==> src/rtl/microsequencer.sv <==
// -----------------------------------------------------------------------------
// microsequencer
//
// Control-unit microsequencer for the ARM simulator core. Holds the current
// microaddress (index), presents it to the combinational microstore and
// computes the next microaddress from the returned microword's sequencing
// fields, the decoder dispatch address and datapath conditions.
//
// Microword sequencing fields:
//   CR = mw_in[6:0]   literal address
//   CS = mw_in[9:7]   condition select
//   NS = mw_in[12:10] next-address select
// Every other microword bit belongs to the datapath and is ignored here.
//
// Configuration macro: MICROSEQ_CALL_STACK_EN
//   defined   : return stack, call (NS=110), return (NS=101) and stack_err
//   undefined : no stack storage; NS 101/110 increment; stack_err tied to 0
//
// Parameters:
//   STACK_DEPTH  return-stack entries (power of two, 2..8)
//   RESET_ADDR   microaddress after reset and after a return on an empty stack
//
// Ports:
//   clk        in   system clock, all state on rising edge
//   reset_n    in   asynchronous active-low reset
//   mw_in      in   [44:0] microword for the current index
//   dec_addr   in   [6:0]  dispatch address from the instruction decoder
//   flags      in   [3:0]  NZCV, [3]=N [2]=Z [1]=C [0]=V
//   cond_pass  in   ARM condition-field evaluation result
//   moc        in   memory operation complete
//   halt       in   freeze sequencing (index, stack and stack_err hold)
//   index      out  [6:0]  current microaddress
//   wait_moc   out  stalled on a memory wait (combinational)
//   stack_err  out  sticky return-stack overflow/underflow flag
// -----------------------------------------------------------------------------
module microsequencer #(
  parameter int unsigned STACK_DEPTH = 4,
  parameter logic [6:0]  RESET_ADDR  = 7'd0
) (
  input  logic        clk,
  input  logic        reset_n,
  input  logic [44:0] mw_in,
  input  logic [6:0]  dec_addr,
  input  logic [3:0]  flags,
  input  logic        cond_pass,
  input  logic        moc,
  input  logic        halt,
  output logic [6:0]  index,
  output logic        wait_moc,
  output logic        stack_err
);

  // Stack pointer carries one extra bit so "full" (== STACK_DEPTH) is
  // distinguishable from "empty" (== 0).
  localparam int unsigned PTR_W = (STACK_DEPTH > 1) ? $clog2(STACK_DEPTH) : 1;
  localparam int unsigned SP_W  = PTR_W + 1;

  typedef enum logic [2:0] {
    NS_INC   = 3'b000,
    NS_JUMP  = 3'b001,
    NS_DISP  = 3'b010,
    NS_COND  = 3'b011,
    NS_WAIT  = 3'b100,
    NS_RET   = 3'b101,
    NS_CALL  = 3'b110,
    NS_FETCH = 3'b111
  } ns_e;

  // Condition multiplexer selected by CS.
  function automatic logic cond_select(
    input logic [2:0] cs,
    input logic       moc_b,
    input logic       pass_b,
    input logic [3:0] nzcv
  );
    logic t;
    case (cs)
      3'b000:  t = 1'b1;
      3'b001:  t = moc_b;
      3'b010:  t = pass_b;
      3'b011:  t = nzcv[3];
      3'b100:  t = nzcv[2];
      3'b101:  t = nzcv[1];
      3'b110:  t = nzcv[0];
      3'b111:  t = 1'b0;
      default: t = 1'b0;
    endcase
    return t;
  endfunction

  logic [6:0] index_q;
  logic [6:0] index_d;
  logic [6:0] cr_s;
  logic [2:0] cs_s;
  ns_e        ns_s;
  logic [6:0] inc_s;
  logic       cond_t_s;

  assign cr_s     = mw_in[6:0];
  assign cs_s     = mw_in[9:7];
  assign ns_s     = ns_e'(mw_in[12:10]);
  assign inc_s    = index_q + 7'd1;  // 7-bit add wraps 127 -> 0
  assign cond_t_s = cond_select(cs_s, moc, cond_pass, flags);

`ifdef MICROSEQ_CALL_STACK_EN
  logic [6:0]      stack_q [STACK_DEPTH];
  logic [SP_W-1:0] sp_q;
  logic [SP_W-1:0] sp_d;
  logic            err_q;
  logic            err_d;
  logic            push_s;
  logic [SP_W-1:0] sp_dec_s;
  logic [6:0]      top_s;
  logic            full_s;
  logic            empty_s;
  logic            unused_mw_s;

  assign unused_mw_s = ^mw_in[44:13];
  assign sp_dec_s    = sp_q - {{(SP_W-1){1'b0}}, 1'b1};
  assign top_s       = stack_q[sp_dec_s[PTR_W-1:0]];
  assign full_s      = (sp_q == SP_W'(STACK_DEPTH));
  assign empty_s     = (sp_q == {SP_W{1'b0}});

  // Next microaddress, stack pointer and error flag.
  always_comb begin
    index_d = index_q;
    sp_d    = sp_q;
    err_d   = err_q;
    push_s  = 1'b0;
    if (halt) begin
      // Frozen: everything holds.
      index_d = index_q;
    end else begin
      case (ns_s)
        NS_INC:  index_d = inc_s;
        NS_JUMP: index_d = cr_s;
        NS_DISP: index_d = dec_addr;
        NS_COND: begin
          if (cond_t_s) begin
            index_d = cr_s;
          end else begin
            index_d = inc_s;
          end
        end
        NS_WAIT: begin
          if (moc) begin
            index_d = inc_s;
          end else begin
            index_d = index_q;
          end
        end
        NS_RET: begin
          if (empty_s) begin
            // Underflow restarts the fetch sequence.
            index_d = RESET_ADDR;
            err_d   = 1'b1;
          end else begin
            index_d = top_s;
            sp_d    = sp_dec_s;
          end
        end
        NS_CALL: begin
          // The jump is taken even when the return address cannot be saved.
          index_d = cr_s;
          if (full_s) begin
            err_d = 1'b1;
          end else begin
            push_s = 1'b1;
            sp_d   = sp_q + {{(SP_W-1){1'b0}}, 1'b1};
          end
        end
        NS_FETCH: index_d = RESET_ADDR;
        default:  index_d = inc_s;
      endcase
    end
  end

  // Sequencer state registers.
  always_ff @(posedge clk or negedge reset_n) begin
    if (!reset_n) begin
      index_q <= RESET_ADDR;
      sp_q    <= {SP_W{1'b0}};
      err_q   <= 1'b0;
    end else begin
      index_q <= index_d;
      sp_q    <= sp_d;
      err_q   <= err_d;
    end
  end

  // Return-address storage; the entry written here is the one the next
  // cycle's return reads, so call-then-return works back to back.
  always_ff @(posedge clk or negedge reset_n) begin
    if (!reset_n) begin
      for (int i = 0; i < int'(STACK_DEPTH); i++) begin
        stack_q[i] <= 7'd0;
      end
    end else if (push_s) begin
      stack_q[sp_q[PTR_W-1:0]] <= inc_s;
    end else begin
      stack_q <= stack_q;
    end
  end

  assign stack_err = err_q;

`else
  logic unused_cfg_s;

  // Stack-less build: STACK_DEPTH only sizes storage that is not built.
  assign unused_cfg_s = ^{mw_in[44:13], SP_W'(STACK_DEPTH)};

  // Next microaddress; call and return degrade to increment.
  always_comb begin
    index_d = index_q;
    if (halt) begin
      index_d = index_q;
    end else begin
      case (ns_s)
        NS_INC:  index_d = inc_s;
        NS_JUMP: index_d = cr_s;
        NS_DISP: index_d = dec_addr;
        NS_COND: begin
          if (cond_t_s) begin
            index_d = cr_s;
          end else begin
            index_d = inc_s;
          end
        end
        NS_WAIT: begin
          if (moc) begin
            index_d = inc_s;
          end else begin
            index_d = index_q;
          end
        end
        NS_RET:   index_d = inc_s;
        NS_CALL:  index_d = inc_s;
        NS_FETCH: index_d = RESET_ADDR;
        default:  index_d = inc_s;
      endcase
    end
  end

  // Microaddress register.
  always_ff @(posedge clk or negedge reset_n) begin
    if (!reset_n) begin
      index_q <= RESET_ADDR;
    end else begin
      index_q <= index_d;
    end
  end

  assign stack_err = 1'b0;
`endif

  assign index    = index_q;
  assign wait_moc = (ns_s == NS_WAIT) & ~moc & ~halt;

endmodule

==> config.mk <==
export PLATFORM = sky130hd
export DESIGN_NAME = microsequencer
export DESIGN_NICKNAME = d
export VERILOG_FILES = /design/src/rtl/microsequencer.sv
export SDC_FILE = /design/constraint.sdc
export NUM_CORES = 1
export LEC_CHECK = 0
export ABC_AREA = 0
export CAP_MARGIN = 10
export CORE_MARGIN = 5
export CORE_UTILIZATION = 32
export CTS_BUF_LIST = sky130_fd_sc_hd__clkbuf_4
export CTS_CLUSTER_DIAMETER = 100
export DETAILED_ROUTE_END_ITERATION = 16
export PLACE_DENSITY = 0.81
export SETUP_SLACK_MARGIN = 0.15
export SLEW_MARGIN = 20
export SYNTH_ARGS = -nofsm -noshare
export SYNTH_HDL_FRONTEND = slang
export SYNTH_SLANG_ARGS = --single-unit
==> constraint.sdc <==
create_clock -name clk -period 2.3 [get_ports clk]
set_clock_uncertainty 0.15 [all_clocks]
set_input_delay 0.69 -clock clk [delete_from_list [all_inputs] [get_ports clk]]
set_output_delay 0.69 -clock clk [all_outputs]
set_load 0.005 [all_outputs]
# Word-level counts from Yosys, hierarchy flattened
# Index checks and enable logic that the tools add are counted.
classes:
  add_sub_neg: 1
  eq_ne: 15
  mux: 4
  n_bitwise: 4
  reduce_logical: 4
ops:
  columns: ["cell", "n"]
  rows:
  - ["7-bit case mux with 6 select lines", 1]
  - ["3-bit == test, second input constant", 8]
  - ["7-bit 2-to-1 mux", 2]
  - ["3-bit by 2-bit == test with 1-bit output, second input constant", 4]
  - ["1-bit case mux with 8 select lines", 1]
  - ["7-bit by 1-bit adder with 7-bit output, second input constant", 1]
  - ["3-bit by 1-bit == test with 1-bit output, second input constant", 2]
  - ["3-bit zero test", 2]
  - ["3-bit OR reduction", 1]
  - ["1-bit AND", 2]
  - ["2-bit inequality test, second input constant", 1]
  - ["1-bit inverter", 2]
  - ["2-bit AND reduction", 1]
totals:
  regBits: 7
  input_bits: 61
  out_inout_bits: 9
  elab_cells: 29

# Logic depth before layout (Yosys ltp)
# Gate-level depths: netlist of the first run.
logic_depth:
  ltp_word: 4
  ltp_mapped: 6

# Least setup slack after synthesis of the first run
# Ideal clock, no wire load.
synth_path:
  kind: "in2out"
  from: "input port mw_in[11]"
  to: "output port wait_moc"
  arrival_time_ps: 1249
  required_ps: 1460
  setup_slack_ps: 211
  path_stages: 2
  cell_sequence: "nor4b_1 > nor2b_1"
synth_via:
  elab_chain_cells: 3
synth_rtl:
  columns: ["element", "line_no", "rtl"]
  rows:
  - ["start: declaration", "42", "input logic [44:0] mw_in,"]
  - ["3-bit == test", "258", "assign wait_moc = (ns_s == NS_WAIT) & ~moc & ~halt;"]
  - ["1-bit AND (2 in a row)", "258", null]
  - ["end: declaration", "49", "output logic wait_moc,"]
# No other way between the ends.

# Worst setup path after layout of the first run
layout_path:
  from: "input port mw_in[10]"
  to: "output port wait_moc"
# Same word-level chain as after synthesis.

==> metrics.yaml, run 1 <==
outcome:
  run_status: "complete, no violations"
die:
  rows: 18
  chipHeight_um: 60.1
  die_area_sq_um: 3610
  core_sq_um: 2430
  floorplan.io_pins: 70
  initial_standard_cell_utilization_of_the_core: 0.330
  die_w_um: 60.1
timing:
  post-route-min-period_ns: 2.18
  maxClockFrequency_mhz: 458
  timing.final.hold_violations: 0
  final-max-slew-violation-count: 0
  final.period_utilization: 0.949
  timing.final.setup_violations: 0
  rsz0062_at_grt: "yes"
worst_setup_path:
  setup.worst_path.class: "input port to output pin"
  r2r_start: "index[0]$_DFFE_PN0P_"
  cp_max_fo: 2
  critPathCaptureType: "output pin"
  cp-startpoint: "mw_in[10]"
  wp_data_required_ns: 1.46
  cp-start-kind: "input port"
  cp.arrival_ns: 1.34
clocking:
  clock-sinks: 7
  cts-htree-levels: 1
  clock_tree.buffer_depth: 2
  clk_transition_reported_paths_ns: 0.04
  numCtsBuffers: 3
  cts_tree: "built"
  clkLatencyLatePin_ns: 0.25
  ctsHoldBuffers: 0
  cts_root_buf: "clkbuf_4"
yosys:
  synth-seq-area-share: 0.218
  synth-async-reset-ratio: 1.00
  netlist-cell-type-count: 35
  synth_enable_flop_cells: 0
  synth-warning-count: 0
  netlist_area_sq_um: 802
  yosysTopAreaCellShare: 0.218
  synth_area_leaders: "dfrtp_1, o21ai_0, nand3_1"
  ys_dominant_reg_cell: "dfrtp_1"
  avgSynthCellArea_sq_um: 7.43
  postSynthRegisterBits: 7
  yosys_top_cell_by_area: "dfrtp_1"
  synth_cells: 108
  mappedNetlistNets: 170
route:
  dr.first_iter.drc_count: 34
  number_of_antenna_violating_nets_in_the_routed_design: 0
  drc_errors: 0
  avgViaCountPerCell: 5.49
  vias: 1011
  drt_wl_total_um: 2580
  post_drt_wl_per_cell_um: 14.0
  drt-pass1-iter-count: 4
placement:
  detailed_place.area_sq_um: 1270
  hpwlAfterDp_um: 2070
  place_congestion: 0.775
  port_buffers: 36
  dp.cells: 179
global_route:
  grtUsageMet2: 0.269
  globalRouteMet1Util: 0.179
  grt_pass1_vias: 1009
  grtUsageMet3: 0.0259
  pin_count_of_the_biggest_net_entering_global_routing: 13
  grt.total_usage: 0.154
  grt_pass1_wl_um: 4230
  globalRouteOverflowTotal: 0
  grt_antenna_before_repair: 0
  gr-max-usage-layer: "met2"
finish:
  syn2layout_area_growth_pct: 66.3
  layout-drive-gt1-share: 0.221
  final_nets: 217
  most-common-layout-cells: "clkdlybuf4s50_1, buf_4, nor2_1, o21ai_0, nand3_1"
  final_design_area_no_fill_sq_um: 1330
  fin_cells: 184
  most_common_cell_after_layout_fill_and_taps_aside: "clkdlybuf4s50_1"
  largest_register_ffs: 7
  antenna_cells_inserted: 0
pwr:
  vdd_drop_max_v: 0.000305
  power_density_nw_per_um2: 477
  static-leakage-power_nw: 0.552
run:
  cap_violations: 0
worst_hold_path:
  worstHoldStart: "index[6]$_DFFE_PN0P_"
  worst_hold_path_type: "register to register"
-- report_power, final --
group	switching (mW)	internal [mW]
Combinational	0.133	0.191
Sequential	0.0400	0.151
Clock	0.0441	0.0779
-- repair_timing --
action / 4_1_cts / 5_1_grt
resized for setup: 33 / 11
setup buffers: 0 / 1
pin swaps: 7 / 8
setup endpoints to repair: 8 / 7
-- worst paths after layout --
check,to,slack [ns],cells after the start
max,wait_moc,0.12,4
min,index[6]$_DFFE_PN0P_,0.48,1
max reg2reg,index[6]$_DFFE_PN0P_,0.54,5
min reg2reg,index[6]$_DFFE_PN0P_,0.48,1
max in group asynchronous,index[0]$_DFFE_PN0P_,1.20,1
min in group asynchronous,index[3]$_DFFE_PN0P_,0.54,1
-- worst max-delay path, cell delays in order --
cell     delay [ns]
buf_8          0.10
nor4b_4        0.28
nor2b_1        0.15
buf_2          0.12
-- area by class of cell --
cell class / instances / area [sq um]
fill: 223 / 1100
sequential: 7 / 176
tap: 30 / 37.5
multi-input combinational: 91 / 622
clock buffer: 4 / 30.0
inverter: 4 / 15.0
timing repair buffer: 48 / 453
-- synthesized netlist by cell type, drive strengths merged (2+ instances only) --
cell type  instances
nand3b             2
and3               2
mux2i              3
nor2              11
a311oi             2
a31oi              4
o21a               4
a22oi              2
nand2b             2
a221o              2
inv                4
nand2              5
xnor2              4
or2                2
o21ai             11
o211ai             3
a21oi              5
nand3              9
clkbuf             4
dfrtp              7
or3                7
buf                2
-- stage by stage --
step | utilization | setup slack, ns | hold slack (ns) | total power, mW | setup TNS (ns)
after detailed placement | 0.521 | -0.760 | 0.476 | 0.505 | -3.00
after CTS | 0.535 | 0.103 | 0.489 | 0.631 | 0
final | 0.548 | 0.117 | 0.481 | 0.637 | 0
after floorplan | - | 0.211 | 0.244 | 0.343 | 0
after global routing | 0.548 | 0.0815 | 0.525 | 0.687 | 0
after global placement | 0.521 | -0.791 | 0.454 | 0.496 | -2.75
-- cell families (layout without fill, tap and decap cells) --
kind of cell               count (synthesis)  after routing  synth area share
adders and majority gates                  1              1            0.0156
AOI/OAI and AO/OA                         34             34             0.290
buffers and inverters                     10             56            0.0530
xor gates and xnor gates                   5              5            0.0546
DFF                                        7              7             0.218
and+or+nand+nor                           47             47             0.326
muxes                                      3              3            0.0374
other                                      1              1           0.00468
-- layer usage --
| layer | up-vias | share of wire |
|---|---|---|
| met5 | - | 0 |
| met4 | 0 | 0.019 |
| met3 | 7 | 0.067 |
| met2 | 47 | 0.51 |
| met1 | 468 | 0.40 |
| li1 | 489 | - |
(Power assumes the default switching activity.)
==> inputs of run 2 (changes only) <==
--- a/config.mk
+++ b/config.mk
@@ -12,6 +12,7 @@
 export CTS_BUF_LIST = sky130_fd_sc_hd__clkbuf_4
 export CTS_CLUSTER_DIAMETER = 100
 export DETAILED_ROUTE_END_ITERATION = 16
+export GPL_ROUTABILITY_DRIVEN = 0
 export PLACE_DENSITY = 0.81
 export SETUP_SLACK_MARGIN = 0.15
 export SLEW_MARGIN = 20
==> run 2 against run 1 <==
  * Global-route usage grew 0.60 points
  * Fmax shrank 0.45%
  * Total power grew 4.3%
  * Clock power grew 8%
  * Critical path type unchanged
==> metrics.yaml, run 2 (synthesis results as in run 1) <==
pwr:
  static-leakage-power_nw: 0.554  # +0.42%
  share_clk_of_total_power: 0.199  # +0.008
  combinationalPowerShare: 0.513  # +0.004
  cell_internal_pwr_mw: 0.426  # +1.6%
  power.sequential.fraction: 0.289  # -0.011
  vdd_drop_max_v: 0.000280  # -8.1%
  power_density_nw_per_um2: 485  # +1.6%
  fin_total_pwr_mw: 0.664  # +4.3%
  power.net_switching_mw: 0.238  # +9.5%
  power_switching_share: 0.358  # +0.0172
timing:
  maxClockFrequency_mhz: 456  # -0.45%
  post-route-min-period_ns: 2.19  # +0.00977 ns
  finalWorstSetupSlack_ns: 0.107  # -0.00977 ns
  rsz0062_at_grt: "yes"
  final.period_utilization: 0.953  # +0.00425
  timing.final.hold_violations: 0  # unchanged
  timing.final.setup_violations: 0  # unchanged
  final-max-slew-violation-count: 0  # unchanged
route:
  vias: 1021  # +0.99%
  avgViaCountPerCell: 5.49  # about the same
  dr.first_iter.drc_count: 27  # -21%
  post_drt_wl_per_cell_um: 14.7  # +5.2%
  drc_errors: 0  # unchanged
  number_of_antenna_violating_nets_in_the_routed_design: 0  # unchanged
  drt_wl_total_um: 2740  # +6.3%
  drt-pass1-iter-count: 4  # unchanged
worst_setup_path:
  worst-r2r-setup-slack_ns: 0.52  # -0.02 ns
  crit_path_cell_trace: "buf_8 > nor4b_4 > nor2b_2 > buf_2"
  r2r_start: "index[1]$_DFFE_PN0P_"
  cp-startpoint: "mw_in[10]"
  crit_slowest_cell: "nor4b_4"
  critPathCaptureType: "output pin"
  crit_path_end: "wait_moc"
  cp_max_fo: 2  # unchanged
  wp_data_required_ns: 1.46  # about the same
  setup.worst_path.class: "input port to output pin"
  rr_endpoint: "index[4]$_DFFE_PN0P_"
  critPathMaxStageDelay_ns: 0.28  # about the same
  cp.arrival_ns: 1.35  # about the same
  reg2reg_depth: 6  # +1
  cp-start-kind: "input port"
global_route:
  grt_pass1_wl_um: 4320  # +2.1%
  grt.total_usage: 0.160  # +0.00603
  globalRouteOverflowTotal: 0  # unchanged
  grt_antenna_before_repair: 0  # unchanged
  pin_count_of_the_biggest_net_entering_global_routing: 13  # unchanged
  grt_pass1_vias: 1028  # +1.9%
finish:
  register_area_sq_um: 176  # unchanged
  final_nets: 219  # +0.92%
  final.fill_count: 224  # +0.45%
  syn2layout_area_growth_pct: 70.7
  multiInputGateArea_sq_um: 651  # +4.6%
  most_common_cell_after_layout_fill_and_taps_aside: "clkdlybuf4s50_1"
  largest_register_ffs: 7  # unchanged
  layout-drive-gt1-share: 0.276  # +0.0549
  most-common-layout-cells: "clkdlybuf4s50_1, buf_4, nor2_1"
  antenna_cells_inserted: 0  # unchanged
  fin_cells: 186  # +1.1%
clocking:
  ctsHoldBuffers: 0  # unchanged
  cts_root_buf: "clkbuf_4"
  clkLatencyLatePin_ns: 0.27  # +0.02 ns
  cts-htree-levels: 1  # unchanged
  numCtsBuffers: 3  # unchanged
  clk_transition_reported_paths_ns: 0.05  # about the same
  cts_tree: "built"
  clock_tree.buffer_depth: 2  # unchanged
  clock-sinks: 7  # unchanged
die:
  chipHeight_um: 60.1  # unchanged
  core_sq_um: 2430  # unchanged
  die_area_sq_um: 3610  # unchanged
  initial_standard_cell_utilization_of_the_core: 0.330  # unchanged
  floorplan.io_pins: 70  # unchanged
  die_w_um: 60.1  # unchanged
  rows: 18  # unchanged
placement:
  pre_cts_setup_slack_ns: -0.749  # +0.0116 ns
  port_buffers: 36  # unchanged
  dp.cells: 180  # +0.56%
  hpwlAfterDp_um: 2110  # +1.9%
worst_hold_path:
  worst_hold_path_type: "register to register"
  whs_path_depth: 1  # unchanged
run:
  cap_violations: 0  # unchanged
outcome:
  run_status: "complete, no violations"
-- run 2: cell count changes in the layout (fill, tap and decap cells not counted), moves of 2 or more --
cell and change:
dlygate4sd2_1 +4, buf_4 +2, clkdlybuf4s15_1 -2, dlymetal6s2s_1 -2, or3_1 -2, or3_4 +2
-- run 2: power by group through the flow --
stage	combinational [mW]	sequential (mW)	clock (mW)
finish	0.340	0.192	0.132
detailed placement	0.316	0.192	0
CTS	0.321	0.190	0.133
floorplan	0.156	0.186	0
global route	0.370	0.198	0.142
global placement	0.308	0.189	0
-- run 2: per-stage QoR --
stage                util  hold slack [ns]  setup TNS, ns  cell area [sq um]
detailed placement  0.524            0.459          -2.99               1270
global placement    0.524            0.454          -2.78               1270
CTS                 0.544            0.473              0               1320
finish              0.563            0.473              0               1370
global route        0.563            0.482              0               1370
floorplan               -            0.244              0                802
-- run 2: worst min-delay path by stage --
stage	from	endpoint	slack (ns)
floorplan	reset_n	index[0]$_DFFE_PN0P_	0.24
global placement	index[6]$_DFFE_PN0P_	index[6]$_DFFE_PN0P_	0.45
detailed placement	index[6]$_DFFE_PN0P_	index[6]$_DFFE_PN0P_	0.46
CTS	index[6]$_DFFE_PN0P_	index[6]$_DFFE_PN0P_	0.47
global route	index[6]$_DFFE_PN0P_	index[6]$_DFFE_PN0P_	0.48
finish	index[6]$_DFFE_PN0P_	index[6]$_DFFE_PN0P_	0.47
-- run 2: final cells by class --
| cell class | count | area share |
|---|---|---|
| inverter | 4 | 0.0110 |
| clock buffer | 4 | 0.0219 |
| timing repair buffer | 50 | 0.335 |
| multi-input combinational | 91 | 0.475 |
| tap | 30 | 0.0274 |
| sequential | 7 | 0.129 |
-- run 2: critical path, delay by kind of cell --
kind	cells	cell delay [ns]
and+or+nand+nor	2	0.45
buffers and inverters	2	0.21
-- run 2: what timing repair did --
item | in CTS | in global routing
setup buffers | 1 | 1
setup endpoints to repair | 8 | 7
gates resized for setup | 41 | 11
pin swaps | 8 | 3
hold endpoints to repair | 0 | 0
-- run 2: routing by layer --
layer,vias up,GRT usage,share of wire
met5,-,0,0
met4,0,0.104,0.035
met3,7,0.0238,0.051
met2,37,0.282,0.52
met1,483,0.174,0.39
li1,494,-,-
==> inputs of run 3 (changes only) <==
--- a/config.mk
+++ b/config.mk
@@ -14,6 +14,7 @@
 export DETAILED_ROUTE_END_ITERATION = 16
 export GPL_ROUTABILITY_DRIVEN = 0
 export PLACE_DENSITY = 0.81
+export RECOVER_POWER = 50
 export SETUP_SLACK_MARGIN = 0.15
 export SLEW_MARGIN = 20
 export SYNTH_ARGS = -nofsm -noshare
==> run 3 against run 2 <==
  * Sequential cell count unchanged
  * Sequential share of layout area increased by 0.083 points
  * Cell area decreased by 0.64%
  * First-iteration DRC count unchanged
  * Register-to-register slack about the same
  * Fmax unchanged
  * Sequential power about the same
  * Total power decreased by 1.1%
==> metrics.yaml, run 3 (synthesis results as in run 1) <==
worst_setup_path:
  crit_slowest_cell: "nor4b_4"
  critical_path.n_buffers_inverters: 2  # unchanged
  setup.worst_path.class: "input port to output pin"
  cp.arrival_ns: 1.35  # about the same
  critPathMaxStageDelay_ns: 0.28  # about the same
  cp_max_fo: 2  # unchanged
  cp-start-kind: "input port"
  critPathTopFamily: "simple AND/OR/NAND/NOR gates"
  crit_path_cell_trace: "buf_8 > nor4b_4 > nor2b_2 > buf_2"
  critPathCaptureType: "output pin"
  wp_data_required_ns: 1.46  # about the same
die:
  floorplan.io_pins: 70  # unchanged
  rows: 18  # unchanged
  die_w_um: 60.1  # unchanged
  initial_standard_cell_utilization_of_the_core: 0.330  # unchanged
  core_sq_um: 2430  # unchanged
  die_area_sq_um: 3610  # unchanged
  chipHeight_um: 60.1  # unchanged
timing:
  final.hold.worst_slack_ns: 0.476  # +0.00357 ns
  final-max-slew-violation-count: 0  # unchanged
  post-route-min-period_ns: 2.19  # unchanged
  final.period_utilization: 0.953  # unchanged
  rsz0062_at_grt: "yes"
  finalWorstSetupSlack_ns: 0.107  # unchanged
  maxClockFrequency_mhz: 456  # unchanged
  fin_setup_tns_ns: 0  # unchanged
  timing.final.hold_violations: 0  # unchanged
  timing.final.setup_violations: 0  # unchanged
pwr:
  power_density_nw_per_um2: 483  # -0.44%
  static-leakage-power_nw: 0.557  # +0.44%
  fin_total_pwr_mw: 0.657  # -1.1%
  vdd_drop_max_v: 0.000280  # about the same
clocking:
  cts-htree-levels: 1  # unchanged
  clock-sinks: 7  # unchanged
  cts_root_buf: "clkbuf_4"
  cts_tree: "built"
  clock_tree.buffer_depth: 2  # unchanged
  clkLatencyLatePin_ns: 0.27  # about the same
  ctsHoldBuffers: 0  # unchanged
  numCtsBuffers: 3  # unchanged
  clk_transition_reported_paths_ns: 0.05  # about the same
finish:
  most-common-layout-cells: "clkdlybuf4s50_1, buf_4, nor2_1"
  most_common_cell_after_layout_fill_and_taps_aside: "clkdlybuf4s50_1"
  antenna_cells_inserted: 0  # unchanged
  layout-drive-gt1-share: 0.276  # unchanged
  final_nets: 219  # unchanged
  finished_core_util: 0.559  # -0.00360
  syn2layout_area_growth_pct: 69.6
  final_design_area_no_fill_sq_um: 1360  # -0.64%
  largest_register_ffs: 7  # unchanged
  fin_cells: 186  # unchanged
global_route:
  globalRouteOverflowTotal: 0  # unchanged
  grt_pass1_wl_um: 4320  # unchanged
  grt.total_usage: 0.160  # unchanged
  grt_antenna_before_repair: 0  # unchanged
  pin_count_of_the_biggest_net_entering_global_routing: 13  # unchanged
  grt_pass1_vias: 1028  # unchanged
route:
  vias: 1021  # unchanged
  dr.first_iter.drc_count: 27  # unchanged
  avgViaCountPerCell: 5.49  # unchanged
  drt-pass1-iter-count: 4  # unchanged
  post_drt_wl_per_cell_um: 14.9  # +0.80%
  number_of_antenna_violating_nets_in_the_routed_design: 0  # unchanged
  drt_wl_total_um: 2760  # +0.80%
  drc_errors: 0  # unchanged
placement:
  hpwlAfterDp_um: 2110  # unchanged
  pre_cts_setup_slack_ns: -0.749  # unchanged
  detailed_place.area_sq_um: 1270  # unchanged
  port_buffers: 36  # unchanged
  dp.cells: 180  # unchanged
worst_hold_path:
  worst_hold_path_type: "register to register"
run:
  cap_violations: 0  # unchanged
outcome:
  run_status: "complete, no violations"
==> run 3: cell types whose count changed in the layout (fill, tap and decap cells not counted) <==
cell | previous run | this run
clkdlybuf4s50_1 | 24 | 20
dlygate4sd3_1 | 0 | 4
o211ai_2 | 0 | 1
o211ai_4 | 1 | 0
==> run 3: what timing repair did <==
item | in CTS | in global routing
setup buffers | 1 | 1
setup endpoints to repair | 8 | 7
endpoints found under the hold margin | 0 | 0
pin swaps | 8 | 3
gates cloned | 0 | 0
gates resized for setup | 41 | 11
==> run 3: power by group <==
part,total [mW],leakage (nW),internal [mW],switching [mW]
sequential,0.191,0.0803,0.151,0.0406
combinational,0.333,0.458,0.191,0.142
clock,0.132,0.0184,0.0785,0.0537
total,0.657,0.557,0.420,0.236
==> run 3: worst paths after layout <==
kind	start	to	slack, ns	depth (start not counted)
min	index[6]$_DFFE_PN0P_	index[6]$_DFFE_PN0P_	0.48	1
max in group asynchronous	reset_n	index[0]$_DFFE_PN0P_	1.14	1
max reg2reg	index[1]$_DFFE_PN0P_	index[4]$_DFFE_PN0P_	0.52	6
min in group asynchronous	reset_n	index[4]$_DFFE_PN0P_	0.60	1
min reg2reg	index[6]$_DFFE_PN0P_	index[6]$_DFFE_PN0P_	0.48	1
max	mw_in[10]	wait_moc	0.11	4
==> run 3: layout make-up <==
cell class,count,area (sq um)
Multi-Input combinational cell,91,642
Clock buffer,4,30.0
Tap cell,30,37.5
Sequential cell,7,176
Fill cell,224,1070
Timing Repair Buffer,50,459
Inverter,4,15.0
==> run 3: worst register-to-register path, cell delays in order, from the launching register on <==
cell and delay, ns:
dfrtp_1 0.42, ha_1 0.25, nand3_1 0.11, xnor2_1 0.16, o21a_1 0.18, a311oi_1 0.28, a21oi_1 0.11
==> run 3: metal layers <==
layer / global-route usage / share of wire / up-vias
li1: - / - / 494
met5: 0 / 0 / -
met3: 0.0238 / 0.056 / 7
met1: 0.174 / 0.39 / 481
met4: 0.104 / 0.035 / 0
met2: 0.282 / 0.52 / 39
